**config.mk**
```make
export PLATFORM = sky130hd
export DESIGN_NAME = sprite_cmd_sequencer
export DESIGN_NICKNAME = d
export VERILOG_FILES = /design/src/rtl/sprite_cmd_sequencer.sv
export SDC_FILE = /design/constraint.sdc
export NUM_CORES = 1
export LEC_CHECK = 0
export BUFFER_PORTS_ARGS = -buffer_cell sky130_fd_sc_hd__buf_2
export CORE_MARGIN = 2
export CORE_UTILIZATION = 30
export DETAILED_ROUTE_END_ITERATION = 10
export GPL_TIMING_DRIVEN = 0
export HOLD_SLACK_MARGIN = 0.05
export PLACE_DENSITY = 0.44
export SYNTH_ARGS = -nofsm -noshare
export SYNTH_HDL_FRONTEND = slang
export SYNTH_SLANG_ARGS = --single-unit
```
**constraint.sdc**
```tcl
create_clock -name clk -period 5.25 [get_ports clk]
set_clock_uncertainty 0.1 [all_clocks]
set_input_delay 0.2625 -clock clk [delete_from_list [all_inputs] [get_ports clk]]
set_output_delay 0.2625 -clock clk [all_outputs]
set_load 0.02 [all_outputs]
```
**src/rtl/sprite_cmd_sequencer.sv**
```systemverilog
// Sprite command bus transmitter: walks a host-loaded object table on every frame_start,
// emits PAT/X/Y update words into the back buffer, then one buffer-switch word.
module sprite_cmd_sequencer #(
   parameter int NUM_OBJ = 8,
   parameter int IDX_W   = 3
) (
   input  logic             clk,
   input  logic             reset,
   input  logic             tbl_we,
   input  logic [IDX_W-1:0] tbl_addr,
   input  logic [38:0]      tbl_wdata,
   input  logic             frame_start,
   output logic [31:0]      writedata,
   output logic             busy,
   output logic             frame_done,
   output logic [7:0]       overrun_cnt,
   output logic [2:0]       fsm_state
);

   typedef enum logic [2:0] {
      S_IDLE, S_LOAD, S_PAT, S_X, S_Y, S_NEXT, S_SWITCH, S_DONE
   } state_t;

   localparam logic [IDX_W-1:0] LAST_IDX = IDX_W'(NUM_OBJ - 1);

   state_t           state, state_next;
   logic [IDX_W-1:0] idx, idx_next;
   logic [31:0]      word;
   logic [37:0]      ent;
   logic             back_buf;
   logic             addr_ok;

   // Enable bits are reset so an unloaded table scans as empty; payload needs no reset.
   logic [NUM_OBJ-1:0] tbl_en;
   logic [37:0]        tbl_data [NUM_OBJ];

   // Bus words are single-cycle broadcasts with no handshake: receivers decode every
   // cycle, a non-zero word is valid for exactly that cycle, and 32'h0 means NOP.
   logic [5:0]  ent_id;
   logic [4:0]  ent_child;
   logic        ent_vis, ent_flip;
   logic [4:0]  ent_pat;
   logic [9:0]  ent_x, ent_y;

   assign ent_id    = ent[37:32];
   assign ent_child = ent[31:27];
   assign ent_vis   = ent[26];
   assign ent_flip  = ent[25];
   assign ent_pat   = ent[24:20];
   assign ent_x     = ent[19:10];
   assign ent_y     = ent[9:0];

   assign addr_ok   = (int'(tbl_addr) < NUM_OBJ);
   assign fsm_state = state;

   always_ff @(posedge clk) begin
      if (tbl_we && addr_ok) tbl_data[tbl_addr] <= tbl_wdata[37:0];
   end

   always_comb begin
      state_next = state;
      idx_next   = idx;
      word       = 32'h0;
      case (state)
         S_IDLE:   if (frame_start) state_next = S_LOAD;
         S_LOAD:   state_next = tbl_en[idx] ? S_PAT : S_NEXT;
         S_PAT: begin
            word       = {ent_id, ent_child, 4'h1, 3'b001, back_buf,
                          ent_vis, ent_flip, 6'b0, ent_pat};
            state_next = S_X;
         end
         S_X: begin
            word       = {ent_id, ent_child, 4'h1, 3'b010, back_buf, 3'b0, ent_x};
            state_next = S_Y;
         end
         S_Y: begin
            word       = {ent_id, ent_child, 4'h1, 3'b011, back_buf, 3'b0, ent_y};
            state_next = S_NEXT;
         end
         S_NEXT: begin
            if (idx == LAST_IDX) begin
               state_next = S_SWITCH;
            end else begin
               idx_next   = idx + 1'b1;
               state_next = S_LOAD;
            end
         end
         S_SWITCH: begin
            word       = {6'b0, 5'b0, 4'hF, 3'b000, back_buf, 13'b0};
            state_next = S_DONE;
         end
         S_DONE: begin
            idx_next   = '0;
            state_next = S_IDLE;
         end
         default:  state_next = S_IDLE;
      endcase
   end

   always_ff @(posedge clk or posedge reset) begin
      if (reset) begin
         state       <= S_IDLE;
         idx         <= '0;
         ent         <= '0;
         writedata   <= 32'h0;
         busy        <= 1'b0;
         frame_done  <= 1'b0;
         overrun_cnt <= 8'h0;
         back_buf    <= 1'b1;
         tbl_en      <= '0;
      end else begin
         state      <= state_next;
         idx        <= idx_next;
         writedata  <= word;
         frame_done <= (state == S_DONE);
         // Entry is captured before any same-cycle write lands: read-before-write.
         if (state == S_LOAD) ent <= tbl_data[idx];
         if (state == S_IDLE && frame_start) busy <= 1'b1;
         else if (state == S_DONE)           busy <= 1'b0;
         if (frame_start && state != S_IDLE && overrun_cnt != 8'hFF)
            overrun_cnt <= overrun_cnt + 8'h1;
         if (state == S_SWITCH) back_buf <= ~back_buf;
         if (tbl_we && addr_ok) tbl_en[tbl_addr] <= tbl_wdata[38];
      end
   end

endmodule
```
==> results.rst <==
.. list-table::
   :header-rows: 1

   * - Metric
     - Value
   * - Status
     - finished clean
   * - Die area
     - about 51000 um^2
   * - Minimum clock period after layout
     - between 2000 and 2500 ps
   * - Vertical die dimension
     - between 200 and 250 um
   * - Final count of hold timing violations
     - 0
   * - Seq cells post-synth
     - slightly below 400
   * - HPWL reported at the end of detailed placement
     - 22300 um
   * - Critical path fanouts, max
     - 10
   * - Setup repair bufs after CTS
     - 0
   * - Sort of element at the end of the critical path
     - flop
   * - Quantity of hold-fixing buffers added after cts
     - 43
   * - Critical path type
     - flop to flop
   * - Post-cts resize count
     - 0
   * - Worst hold margin
     - between 80 and 90 ps
   * - Sort of element at the start of the critical path
     - flop
   * - Total of endpoints with negative setup slack in the final report
     - 0
   * - Routed wire per std cell
     - 21.4 um
   * - Sequential power share
     - about two fifths
   * - Total number of clock tree sinks
     - between 300 and 400
   * - Tightest Pin Transition
     - around 1100 ps
   * - Clock root buffer
     - sky130_fd_sc_hd__clkbuf_16
   * - Clock power frac
     - a little under a third
   * - Instance count of the mapped netlist
     - around 760
   * - Total DRC errors in the routed layout
     - 0
   * - Site row count
     - 81
   * - Minimum setup slack in the final design
     - roughly 2900 ps
   * - Floorplan Core Area
     - roughly 49000 um^2
   * - Setup slack on the worst flop-to-flop path
     - between 2000 and 3000 ps
   * - Global Route Usage Sum
     - 14.1%
   * - Initial Util
     - a little over 30%
   * - Sum of negative setup slack
     - 0 ps
   * - Number of top-level pins
     - between 90 and 100
   * - Achievable Freq
     - 422 MHz
   * - Antenna violations before repair
     - 1
   * - Synth unique cells
     - 38
   * - Met2 routed WL
     - ~16000 um
   * - Syn-to-layout area delta
     - 23.2%
   * - Input/output buffers
     - between 80 and 90
   * - Yosys synthesis warning count
     - 0
   * - Top routing layer used
     - met5
   * - Power density relative to cell area
     - 512 nW/um^2
   * - Portion of netlist area occupied by mux cells
     - 15.5%
   * - Final Util
     - 37.5%
   * - Number of diodes added for antenna fixing
     - 0
   * - Combinational cell fraction of total power
     - 27.2%
   * - Number of global-route vias before repair
     - roughly 8000
   * - Overflow after GRT
     - 0
   * - Sw Share
     - a little under a third
   * - DR vias/cell
     - 4.55
   * - Power consumption
     - between 9 and 10 mW
   * - Drt pass-1 iters
     - 4
   * - Post-synthesis sequential area ratio
     - 76.5%
   * - Worst Path Required
     - ~5600 ps
   * - Compound-cell area share of the yosys netlist
     - 2.63%
   * - Final Cycle Share
     - between 40 and 50%
   * - Routed vias
     - ~7500
   * - H-tree depth
     - 2
   * - Internal power consumption
     - between 6 and 7 mW
   * - Synthesized-area fraction occupied by xor and xnor cells
     - less than 1%
   * - Weighted congestion at the end of routability-driven global placement
     - approximately 0.71
   * - Leakage power
     - between 6 and 7 nW
   * - Unrepaired setup endpoints after global routing
     - no
   * - Placement-stage worst setup slack
     - 2870 ps
   * - Share of cells above drive strength 1
     - between 20 and 30%
   * - Wire length on met1
     - between 15000 and 20000 um
   * - Dominant combinational cell family by area after synthesis
     - multiplexers
   * - Latest clock arrival within the worst-skew pair
     - ~550 ps
   * - Maximum clock path buffer count
     - 3
   * - Area of the mapped netlist
     - around 15000 um^2
   * - Peak supply drop
     - about 0.18 mV
   * - Switching power summed over all nets
     - between 2 and 3 mW
   * - Hold WC Path Type
     - input pin to flop
   * - Post-route antenna net violation count
     - 0
   * - Post-synthesis adder-cell area fraction
     - less than 1%
   * - Die extent in x
     - between 200 and 250 um
   * - Max-cap violation count
     - 0
   * - Most used DFF post-synth
     - sky130_fd_sc_hd__edfxtp_1
   * - Final number of max-transition violations
     - 0
   * - Detailed-routed wire length on met3
     - about 1400 um
   * - Overall routed net length
     - roughly 35000 um
   * - Worst Path Arrival
     - about 2700 ps
   * - Iter 0 DRT Violations
     - roughly 580
   * - Share of synthesized cell area in and, or, nand and nor gates
     - 3.16%
   * - CTS tree
     - done
   * - Mean instance size in the synthesized netlist
     - 19.7 um^2
   * - Number of enable flip-flop cells after synthesis
     - slightly above 300
   * - Slew HR
     - roughly 28%
   * - Number of buffers created by CTS
     - 44
   * - Largest net degree at the start of global routing
     - 50
   * - Post-synth ARST share
     - 23.0%
   * - Number of nets in the layout
     - 1003
   * - Clock input transition at the sequential cells of the worst setup and hold paths
     - 60 ps
   * - Global-route wire length before repair
     - 52400 um
cells in the final DEF (no fill, tap or decap), types with 2 or more instances in the layout:
cell type                       count
sky130_fd_sc_hd__clkinv_1           5
sky130_fd_sc_hd__conb_1             2
sky130_fd_sc_hd__clkbuf_16         45
sky130_fd_sc_hd__xor2_1             7
sky130_fd_sc_hd__buf_12             6
sky130_fd_sc_hd__a22oi_1            2
sky130_fd_sc_hd__nor4_1             2
sky130_fd_sc_hd__mux2i_1           43
sky130_fd_sc_hd__a22o_1             5
sky130_fd_sc_hd__ha_1               3
sky130_fd_sc_hd__buf_6             12
sky130_fd_sc_hd__nor2_1            49
sky130_fd_sc_hd__clkbuf_1          34
sky130_fd_sc_hd__clkbuf_8           6
sky130_fd_sc_hd__nor2b_1           11
sky130_fd_sc_hd__dlygate4sd3_1     43
sky130_fd_sc_hd__mux4_2            78
sky130_fd_sc_hd__nor3_1             4
sky130_fd_sc_hd__a21oi_1           44
sky130_fd_sc_hd__nand3_1            2
sky130_fd_sc_hd__nand2_1           20
sky130_fd_sc_hd__nor2_4             6
sky130_fd_sc_hd__buf_4              5
sky130_fd_sc_hd__dfrtp_1           90
sky130_fd_sc_hd__edfxtp_1         304
sky130_fd_sc_hd__mux2_2             9
sky130_fd_sc_hd__clkinv_2           5
sky130_fd_sc_hd__o21ai_0            9
sky130_fd_sc_hd__inv_1              3
sky130_fd_sc_hd__buf_2            103
sky130_fd_sc_hd__buf_16             4
sky130_fd_sc_hd__nand2b_1           6
sky130_fd_sc_hd__nor3_2             2
sky130_fd_sc_hd__buf_1              3
sky130_fd_sc_hd__nor3b_1            2
flip-flops by register name, indices dropped and copies added (netlist names):
signal,cells
idx,3
ent,38
tbl_data,304
frame_done,1
busy,1
back_buf,1
tbl_en,8
fsm_state,3
overrun_cnt,8
writedata,28
cells in the mapped netlist, types with 2 or more instances:
cell type / n / area (um^2)
sky130_fd_sc_hd__buf_6: 2 / 22.5
sky130_fd_sc_hd__ha_1: 3 / 37.5
sky130_fd_sc_hd__clkbuf_1: 16 / 60.1
sky130_fd_sc_hd__buf_4: 5 / 37.5
sky130_fd_sc_hd__mux2i_1: 43 / 430
sky130_fd_sc_hd__edfxtp_1: 304 / 9130
sky130_fd_sc_hd__o21ai_0: 9 / 45.0
sky130_fd_sc_hd__nor4_1: 2 / 12.5
sky130_fd_sc_hd__mux2_2: 9 / 101
sky130_fd_sc_hd__a21oi_1: 44 / 220
sky130_fd_sc_hd__nor2b_1: 11 / 68.8
sky130_fd_sc_hd__nand2_1: 20 / 75.1
sky130_fd_sc_hd__buf_1: 3 / 11.3
sky130_fd_sc_hd__nor3b_1: 2 / 15.0
sky130_fd_sc_hd__nand2b_1: 6 / 37.5
sky130_fd_sc_hd__xor2_1: 7 / 61.3
sky130_fd_sc_hd__nor3_1: 6 / 30.0
sky130_fd_sc_hd__a22o_1: 5 / 43.8
sky130_fd_sc_hd__buf_2: 15 / 75.1
sky130_fd_sc_hd__mux4_2: 78 / 1760
sky130_fd_sc_hd__nand3_1: 2 / 10.0
sky130_fd_sc_hd__nor2_1: 55 / 206
sky130_fd_sc_hd__dfrtp_1: 90 / 2250
sky130_fd_sc_hd__inv_1: 4 / 15.0
sky130_fd_sc_hd__a22oi_1: 2 / 15.0
worst paths after layout:
check	startpoint	end	cells past startpoint
max reg2reg	idx[1]$_DFFE_PP0P_	ent[37]$_DFFE_PP0N_	5
max	idx[1]$_DFFE_PP0P_	ent[37]$_DFFE_PP0N_	5
min in group asynchronous	reset	overrun_cnt[0]$_DFFE_PP0P_	3
min	tbl_addr[2]	tbl_data[0][6]$_DFFE_PP_	2
max in group asynchronous	reset	ent[24]$_DFFE_PP0N_	4
min reg2reg	ent[33]$_DFFE_PP0N_	writedata[27]$_DFF_PP0_	1
routing by layer:
metal	global-route usage, %	vias up
met3	2.45	52
met1	20.8	3937
met5	0	-
met2	21.3	141
li1	-	3386
met4	4.16	2
kinds of logic (layout without fill, tap and decap cells):
group / Yosys count / after routing
xor+xnor: 8 / 8
simple gates: 106 / 106
compound gates: 67 / 67
fa+ha+maj: 3 / 3
mux: 131 / 131
other cells: 1 / 2
flops: 395 / 395
buf+inv: 45 / 276
power groups by stage:
| stage | clock network [mW] | logic [mW] | registers, mW |
|---|---|---|---|
| after floorplan | 0 | 1.61 | 4.10 |
| after global placement | 0 | 2.57 | 4.02 |
| after detailed placement | 0 | 2.60 | 4.02 |
| after CTS | 2.98 | 2.64 | 3.96 |
| after global routing | 3.11 | 2.81 | 4.00 |
| final | 2.90 | 2.56 | 3.95 |
stage by stage:
step / area (um^2) / instances
after global placement: 16200 / 1509
after detailed placement: 16600 / 1529
after CTS: 18400 / 1652
final: 18400 / 1652
after global routing: 18400 / 1652
after floorplan: 14900 / 757
critical path, cell delays in order (launching register included):
cell                       delay (ps)
sky130_fd_sc_hd__dfrtp_1          380
sky130_fd_sc_hd__buf_2            200
sky130_fd_sc_hd__clkbuf_1         640
sky130_fd_sc_hd__mux4_2           430
sky130_fd_sc_hd__mux2i_1          350
sky130_fd_sc_hd__a21oi_1          130
area by class of cell:
cell class	count	area [um^2]
fill	4535	30600
sequential	395	11400
multi-input combinational	317	3340
clock buffer	69	1280
timing repair buffer	151	1210
tap	664	831
buffer	41	206
clock inverter	11	73.8
inverter	4	17.5
No activity file was read; power rests on OpenSTA's default activity.
